<file path="config.mk">
export PLATFORM = sky130hd
export DESIGN_NAME = hwce_tcdm_port_mux
export DESIGN_NICKNAME = d
export VERILOG_FILES = /design/src/rtl/hwce_tcdm_pkg.sv /design/src/rtl/hwce_tcdm_id_fifo.sv /design/src/rtl/hwce_tcdm_port_mux.sv
export SDC_FILE = /design/constraint.sdc
export NUM_CORES = 1
export LEC_CHECK = 0
export ABC_AREA = 0
export BUFFER_PORTS_ARGS = -buffer_cell sky130_fd_sc_hd__buf_4
export CORE_AREA = 2 2 163 165
export CTS_BUF_LIST = sky130_fd_sc_hd__clkbuf_4
export CTS_CLUSTER_SIZE = 24
export DETAILED_ROUTE_END_ITERATION = 6
export DIE_AREA = 0 0 165 167
export PLACE_DENSITY = 0.49
export SETUP_SLACK_MARGIN = 0.4
export SLEW_MARGIN = 20
export SYNTH_ARGS = -nofsm -noshare
export SYNTH_HDL_FRONTEND = slang
export SYNTH_SLANG_ARGS = --single-unit
</file>
<file path="constraint.sdc">
create_clock -name clk -period 2.7 [get_ports clk]
set_input_delay 0.135 -clock clk [delete_from_list [all_inputs] [get_ports clk]]
set_output_delay 0.135 -clock clk [all_outputs]
set_load 0.01 [all_outputs]
</file>
<file path="src/rtl/hwce_tcdm_pkg.sv">
// Shared TCDM (LINT) definitions for the HWCE port multiplexer.
// Request type encoding, a default-width request bundle and the round-robin step helper.
package hwce_tcdm_pkg;

  localparam logic TCDM_TYPE_READ  = 1'b1;
  localparam logic TCDM_TYPE_WRITE = 1'b0;

  localparam int unsigned TCDM_ADDR_WIDTH = 32;
  localparam int unsigned TCDM_DATA_WIDTH = 32;
  localparam int unsigned TCDM_BE_WIDTH   = TCDM_DATA_WIDTH / 8;

  typedef struct packed {
    logic [TCDM_ADDR_WIDTH-1:0] add;
    logic                       type_;
    logic [TCDM_BE_WIDTH-1:0]   be;
    logic [TCDM_DATA_WIDTH-1:0] data;
  } tcdm_req_t;

  // Port index following cur, wrapping at n.
  function automatic int unsigned rr_next_idx(input int unsigned cur, input int unsigned n);
    return (cur == n - 1) ? 0 : cur + 1;
  endfunction

endpackage

</file>
<file path="src/rtl/hwce_tcdm_id_fifo.sv">
// In-order FIFO of initiator port IDs for granted-but-unanswered TCDM requests.
// Flop-based; push is ignored when full and pop is ignored when empty.
module hwce_tcdm_id_fifo #(
  parameter int unsigned Depth = 4,
  parameter int unsigned Width = 2
) (
  input  logic                     clk,
  input  logic                     rst,
  input  logic                     push_i,
  input  logic [Width-1:0]         data_i,
  input  logic                     pop_i,
  output logic [Width-1:0]         data_o,
  output logic                     full_o,
  output logic                     empty_o,
  output logic [$clog2(Depth):0]   count_o
);

  localparam int unsigned PtrW = $clog2(Depth);
  localparam int unsigned CntW = PtrW + 1;

  logic [Width-1:0] mem_q [Depth];
  logic [PtrW-1:0]  wr_ptr_q, wr_ptr_d;
  logic [PtrW-1:0]  rd_ptr_q, rd_ptr_d;
  logic [CntW-1:0]  count_q, count_d;
  logic             do_push, do_pop;

  assign full_o  = (count_q == CntW'(Depth));
  assign empty_o = (count_q == '0);
  assign count_o = count_q;
  assign data_o  = mem_q[rd_ptr_q];

  assign do_push = push_i & ~full_o;
  assign do_pop  = pop_i & ~empty_o;

  // Depth is a power of two, so pointer overflow is the wrap.
  always_comb begin
    wr_ptr_d = wr_ptr_q;
    rd_ptr_d = rd_ptr_q;
    count_d  = count_q;
    if (do_push) wr_ptr_d = wr_ptr_q + 1'b1;
    if (do_pop)  rd_ptr_d = rd_ptr_q + 1'b1;
    unique case ({do_push, do_pop})
      2'b10:   count_d = count_q + 1'b1;
      2'b01:   count_d = count_q - 1'b1;
      default: count_d = count_q;
    endcase
  end

  always_ff @(posedge clk or posedge rst) begin
    if (rst) begin
      wr_ptr_q <= '0;
      rd_ptr_q <= '0;
      count_q  <= '0;
    end else begin
      wr_ptr_q <= wr_ptr_d;
      rd_ptr_q <= rd_ptr_d;
      count_q  <= count_d;
    end
  end

  always_ff @(posedge clk) begin
    if (do_push) mem_q[wr_ptr_q] <= data_i;
  end

endmodule

</file>
<file path="src/rtl/hwce_tcdm_port_mux.sv">
// Round-robin merge of N_IN HWCE TCDM initiator ports onto one cluster TCDM port.
// Responses are steered back to the issuing port through an in-order ID FIFO.
module hwce_tcdm_port_mux
  import hwce_tcdm_pkg::*;
#(
  parameter int unsigned N_IN            = 3,
  parameter int unsigned ADDR_WIDTH      = 32,
  parameter int unsigned DATA_WIDTH      = 32,
  parameter int unsigned BE_WIDTH        = DATA_WIDTH / 8,
  parameter int unsigned MAX_OUTSTANDING = 4
) (
  input  logic                         clk,
  input  logic                         rst,
  input  logic [N_IN-1:0]              in_req_i,
  output logic [N_IN-1:0]              in_gnt_o,
  input  logic [N_IN*ADDR_WIDTH-1:0]   in_add_i,
  input  logic [N_IN-1:0]              in_type_i,
  input  logic [N_IN*BE_WIDTH-1:0]     in_be_i,
  input  logic [N_IN*DATA_WIDTH-1:0]   in_data_i,
  output logic [N_IN*DATA_WIDTH-1:0]   in_r_data_o,
  output logic [N_IN-1:0]              in_r_valid_o,
  output logic                         out_req_o,
  input  logic                         out_gnt_i,
  output logic [ADDR_WIDTH-1:0]        out_add_o,
  output logic                         out_type_o,
  output logic [BE_WIDTH-1:0]          out_be_o,
  output logic [DATA_WIDTH-1:0]        out_data_o,
  input  logic [DATA_WIDTH-1:0]        out_r_data_i,
  input  logic                         out_r_valid_i,
  output logic                         err_o
);

  localparam int unsigned IdxW = $clog2(N_IN);
  localparam int unsigned CntW = $clog2(MAX_OUTSTANDING) + 1;

  logic [IdxW-1:0] rr_ptr_q, rr_ptr_d;
  logic [IdxW-1:0] sel;
  logic [IdxW-1:0] head_id;
  logic [CntW-1:0] id_count;
  logic            id_full, id_empty;
  logic            handshake, pop;
  logic            err_q, err_d;
  int unsigned     cand;

  // Round-robin search starting at rr_ptr_q.
  always_comb begin
    sel  = '0;
    cand = 0;
    for (int unsigned i = N_IN; i > 0; i--) begin
      cand = int'(rr_ptr_q) + i - 1;
      if (cand >= N_IN) cand = cand - N_IN;
      if (in_req_i[IdxW'(cand)]) sel = IdxW'(cand);
    end
  end

  // Gated by rst so nothing is offered to the cluster while in reset.
  assign out_req_o = (|in_req_i) & ~id_full & ~rst;
  assign handshake = out_req_o & out_gnt_i;

  always_comb begin
    out_add_o  = '0;
    out_type_o = 1'b0;
    out_be_o   = '0;
    out_data_o = '0;
    in_gnt_o   = '0;
    for (int k = 0; k < N_IN; k++) begin
      if (out_req_o && sel == IdxW'(k)) begin
        out_add_o  = in_add_i[k*ADDR_WIDTH +: ADDR_WIDTH];
        out_type_o = in_type_i[k];
        out_be_o   = in_be_i[k*BE_WIDTH +: BE_WIDTH];
        out_data_o = in_data_i[k*DATA_WIDTH +: DATA_WIDTH];
        in_gnt_o[k] = out_gnt_i;
      end
    end
  end

  assign rr_ptr_d = handshake ? IdxW'(rr_next_idx(int'(sel), N_IN)) : rr_ptr_q;

  assign pop         = out_r_valid_i & ~id_empty;
  assign in_r_data_o = {N_IN{out_r_data_i}};
  assign err_d       = err_q | (out_r_valid_i & id_empty);
  assign err_o       = err_q;

  always_comb begin
    in_r_valid_o = '0;
    in_r_valid_o[head_id] = pop;
  end

  always_comb begin
    assert (rst || id_count <= CntW'(MAX_OUTSTANDING));
  end

  always_ff @(posedge clk or posedge rst) begin
    if (rst) begin
      rr_ptr_q <= '0;
      err_q    <= 1'b0;
    end else begin
      rr_ptr_q <= rr_ptr_d;
      err_q    <= err_d;
    end
  end

  hwce_tcdm_id_fifo #(
    .Depth (MAX_OUTSTANDING),
    .Width (IdxW)
  ) u_id_fifo (
    .clk     (clk),
    .rst     (rst),
    .push_i  (handshake),
    .data_i  (sel),
    .pop_i   (pop),
    .data_o  (head_id),
    .full_o  (id_full),
    .empty_o (id_empty),
    .count_o (id_count)
  );

endmodule

</file>
==> summary.txt <==
Outcome
  – Failing checks: setup timing
  – Outcome: finished, violations left

Global route
  – Met3 Track Usage GR: 2.62%
  – Global route hottest layer: met2
  – First-pass GRT wire length: 27.0 mm
  – Met2 Track Usage GR: a little over a fifth
  – M1 GR Usage: 16.0%
  – Initial antenna violation count: 0
  – GRT Total Usage: roughly an eighth
  – Largest net degree at the start of global routing: 45
  – Vias in the first global route: 4658
  – Grt total ovfl: 0

Min path
  – Hold crit path type: input pin to flip-flop

Power and ir drop
  – Clock network power share: approximately 1.9%
  – Switching share of power: 47.7%
  – P_sw: about 0.0034 W
  – VDD IR max: ~0.00062 V
  – PwrDens: about 1100 nW/um2
  – Pint: 0.00370 W
  – Register share of total power: 7.0%
  – Logic pwr share: 91.1%
  – Leakage: around 2.9 nW

Die
  – # rows: 59
  – DIE WIDTH: 165 um
  – Die Ht: between 150 and 200 um
  – Core area: around 26000 um2
  – Top Ports: 419
  – Starting Density: 15.5%
  – Die area: 27600 um2

Clock network
  – Clock buffer depth: 2
  – CTS H-tree depth: 1
  – Inserted Clock Buffers: 3
  – Root buf cell: clkbuf_4
  – CTS tree: built
  – Clock-pin slew on the worst setup and hold paths: 100 ps
  – CTS sink cnt: 18
  – Clk_lat worst skew: ~290 ps

Final layout
  – Antenna Cells: 0
  – Area grow syn2layout: 58.5%
  – Ratio of cells with drive above 1 in the final layout: 52.1%
  – Finished Layout Cells: 1028
  – # nets final: 949

Logic synthesis
  – Simple-Gate Fraction of Synth Area: 20.9%
  – Synth warnings: 0
  – Synth Net Count: 764
  – Average cell area after synthesis: 7.86 um2
  – Number of synthesized flops with an enable pin: 8
  – FFs w/ async S/R, synth: about 56%
  – Largest family of logic cells by synthesized area: compound AO/OA/AOI/OAI gates
  – Synthesized cell area: 4000 um2
  – Yosys cell types: 35
  – Synth Instances: 509
  – Sequential area share after synthesis: between 10 and 15%
  – Post-synthesis mux area share: around 1.9%
  – Post-Synth Adder-Cell Area: ~3%
  – Post-synthesis xor/xnor area fraction: 1.31%
  – Ys flop type: dfrtp_1
  – Post-synthesis compound-gate area fraction: 34.6%
  – #FFs+latches synth: 18

Setup path
  – Slowest stage cell, crit path: o31a_4
  – Most used cell, CP: buf_4
  – WP data arrival: 2630 ps
  – Crit start category: flip-flop
  – Crit path required time: approximately 2600 ps
  – Critical-path cell list: buf_4, inv_1, ha_4, nand2b_1, a21oi_2, o31a_4, buf_6, a221o_1, o2bb2ai_1, buf_4
  – Flop-to-flop setup slack: about 460 ps
  – Critical path class: flip-flop to output pin
  – Max FO, Critical Path: 15
  – Crit. End Element: output pin
  – Slowest stage delay, CP: 430 ps

Place
  – Setup WS pre-CTS: 191 ps
  – PortBufs: 290
  – Detail Placement HPWL: 13.0 mm
  – DP Cell Count: 1009
  – Routability cong.: 0.785

Timing
  – Worst Skew: 3.50 ps
  – Final min period: 2760 ps
  – Slew @ Worst Pin: roughly 460 ps
  – Maximum achievable frequency: ~360 MHz
  – Final WS setup: -64.8 ps
  – Period Utilization, post-route: 102%
  – Final setup fails: 29
  – Slew headroom: between 60% and 70%
  – Fin. Hold Viols: 0
  – RSZ-0062 raised after global routing: true
  – Final Slew Violations: 0

Routing
  – Antenna Nets Post-Route: 0
  – WL per Instance: 17.7 um
  – Drt pass-1 iters: 4
  – Detailed Route Iter0 Violations: 191
  – Drt drc: 0
  – Vias: 4443
  – Avg Vias per Cell: 4.32
  – Final wirelength: between 15 and 20 mm

Flow run
  – Maxcap violations: 0
layout make-up:
cell class | instances | area [um2]
Fill cell | 2862 | 19400
Multi-Input combinational cell | 336 | 2700
Timing Repair Buffer | 323 | 2660
Sequential cell | 18 | 490
Tap cell | 335 | 419
Inverter | 12 | 45.0
Clock buffer | 3 | 22.5
Clock inverter | 1 | 3.75
flip-flops by register name, indices dropped and copies added, names as in the netlist:
signal,flops
u_id_fifo.mem_q,8
rr_ptr_q,2
u_id_fifo.count_o,3
err_o,1
u_id_fifo.wr_ptr_q,2
u_id_fifo.rd_ptr_q,2
cell usage after synthesis (all sizes together) (6+ instances only):
| cell type | count | area (um2) |
|---|---|---|
| inv | 12 | 45.0 |
| edfxtp | 8 | 240 |
| nor2 | 6 | 22.5 |
| clkbuf | 30 | 113 |
| buf | 113 | 883 |
| a221o | 69 | 691 |
| dfrtp | 10 | 250 |
| nor3 | 6 | 35.0 |
| nand2 | 75 | 282 |
| ha | 8 | 100 |
| and2 | 70 | 438 |
| o2bb2ai | 69 | 604 |
power groups by stage:
stage | clock network (W) | registers (W) | logic (W)
floorplan | 0 | 0.000484 | 0.00343
global placement | 0 | 0.000500 | 0.00546
detailed placement | 0 | 0.000501 | 0.00544
CTS | 0.000143 | 0.000495 | 0.00632
global route | 0.000155 | 0.000506 | 0.00693
finish | 0.000137 | 0.000493 | 0.00645
per-layer routing:
metal	wire length [um]	up-vias	part of all wire, %
met1	7650	2069	42
li1	-	2155	-
met3	1350	23	7.4
met2	9000	196	50
met4	163	0	0.90
met5	0	-	0
through the flow:
| step | total power, W | instance area [um2] | hold WS [ps] | TNS, ps | util [%] |
|---|---|---|---|---|---|
| 2_1_floorplan | 0.00392 | 4000 | -24.8 | 0 | - |
| 3_3_place_gp | 0.00596 | 5860 | 201 | 0 | 22.8 |
| 3_5_place_dp | 0.00594 | 5860 | 202 | 0 | 22.8 |
| 4_1_cts | 0.00695 | 6190 | 40.1 | 0 | 24.0 |
| 5_1_grt | 0.00759 | 6340 | 47.3 | -6920 | 24.6 |
| 6_report | 0.00708 | 6340 | 55.2 | -731 | 24.6 |
kinds of logic (layout without fill, tap and decap cells):
| kind of cell | count (synthesis) | in the layout |
|---|---|---|
| xor gates and xnor gates | 6 | 6 |
| DFF | 18 | 18 |
| and+or+nand+nor | 166 | 166 |
| AOI/OAI and AO/OA | 150 | 150 |
| muxes | 5 | 5 |
| buffers and inverters | 155 | 339 |
| adders and majority gates | 9 | 9 |
layout by cell type, fill, tap and decap left out, types with 2 or more instances in the layout:
cell and instances:
ha_1 6, nor3_1 4, and3_1 4, dfrtp_1 10
a21o_1 2, mux4_2 2, buf_6 3, o2bb2ai_1 52
buf_12 10, buf_4 304, nor2_1 5, buf_16 5
and2_1 69, ha_4 2, xnor2_1 4, nand2_1 75
inv_1 11, a221o_1 69, a21oi_1 2, xor2_1 2
o2bb2ai_2 17, nand2b_1 2, edfxtp_1 8, clkbuf_4 3
final timing paths:
check / from / endpoint / depth (start not counted)
min: out_r_valid_i / err_o / 2
max in group asynchronous: rst / u_id_fifo.wr_ptr_q[0] / 3
max reg2reg: rr_ptr_q[0] / rr_ptr_q[1] / 11
max: rr_ptr_q[0] / out_add_o[0] / 10
min reg2reg: err_o / err_o / 1
min in group asynchronous: rst / u_id_fifo.rd_ptr_q[0] / 3
timing repair:
item,4_1_cts,5_1_grt
pin swaps,7,2
resized for setup,27,19
buffers inserted,7,2
endpoints found under the setup margin,72,72
hold endpoints to repair,10,0
cloned,5,0
hold buffers,1,0
critical path, delay by kind of cell, from the launching register on:
family	cells	cell delay (ps)
compound gates	4	1020
fa+ha+maj	1	190
buf+inv	4	580
flops	1	400
simple gates	1	130
Note: power is estimated with default switching activity, not from simulation.
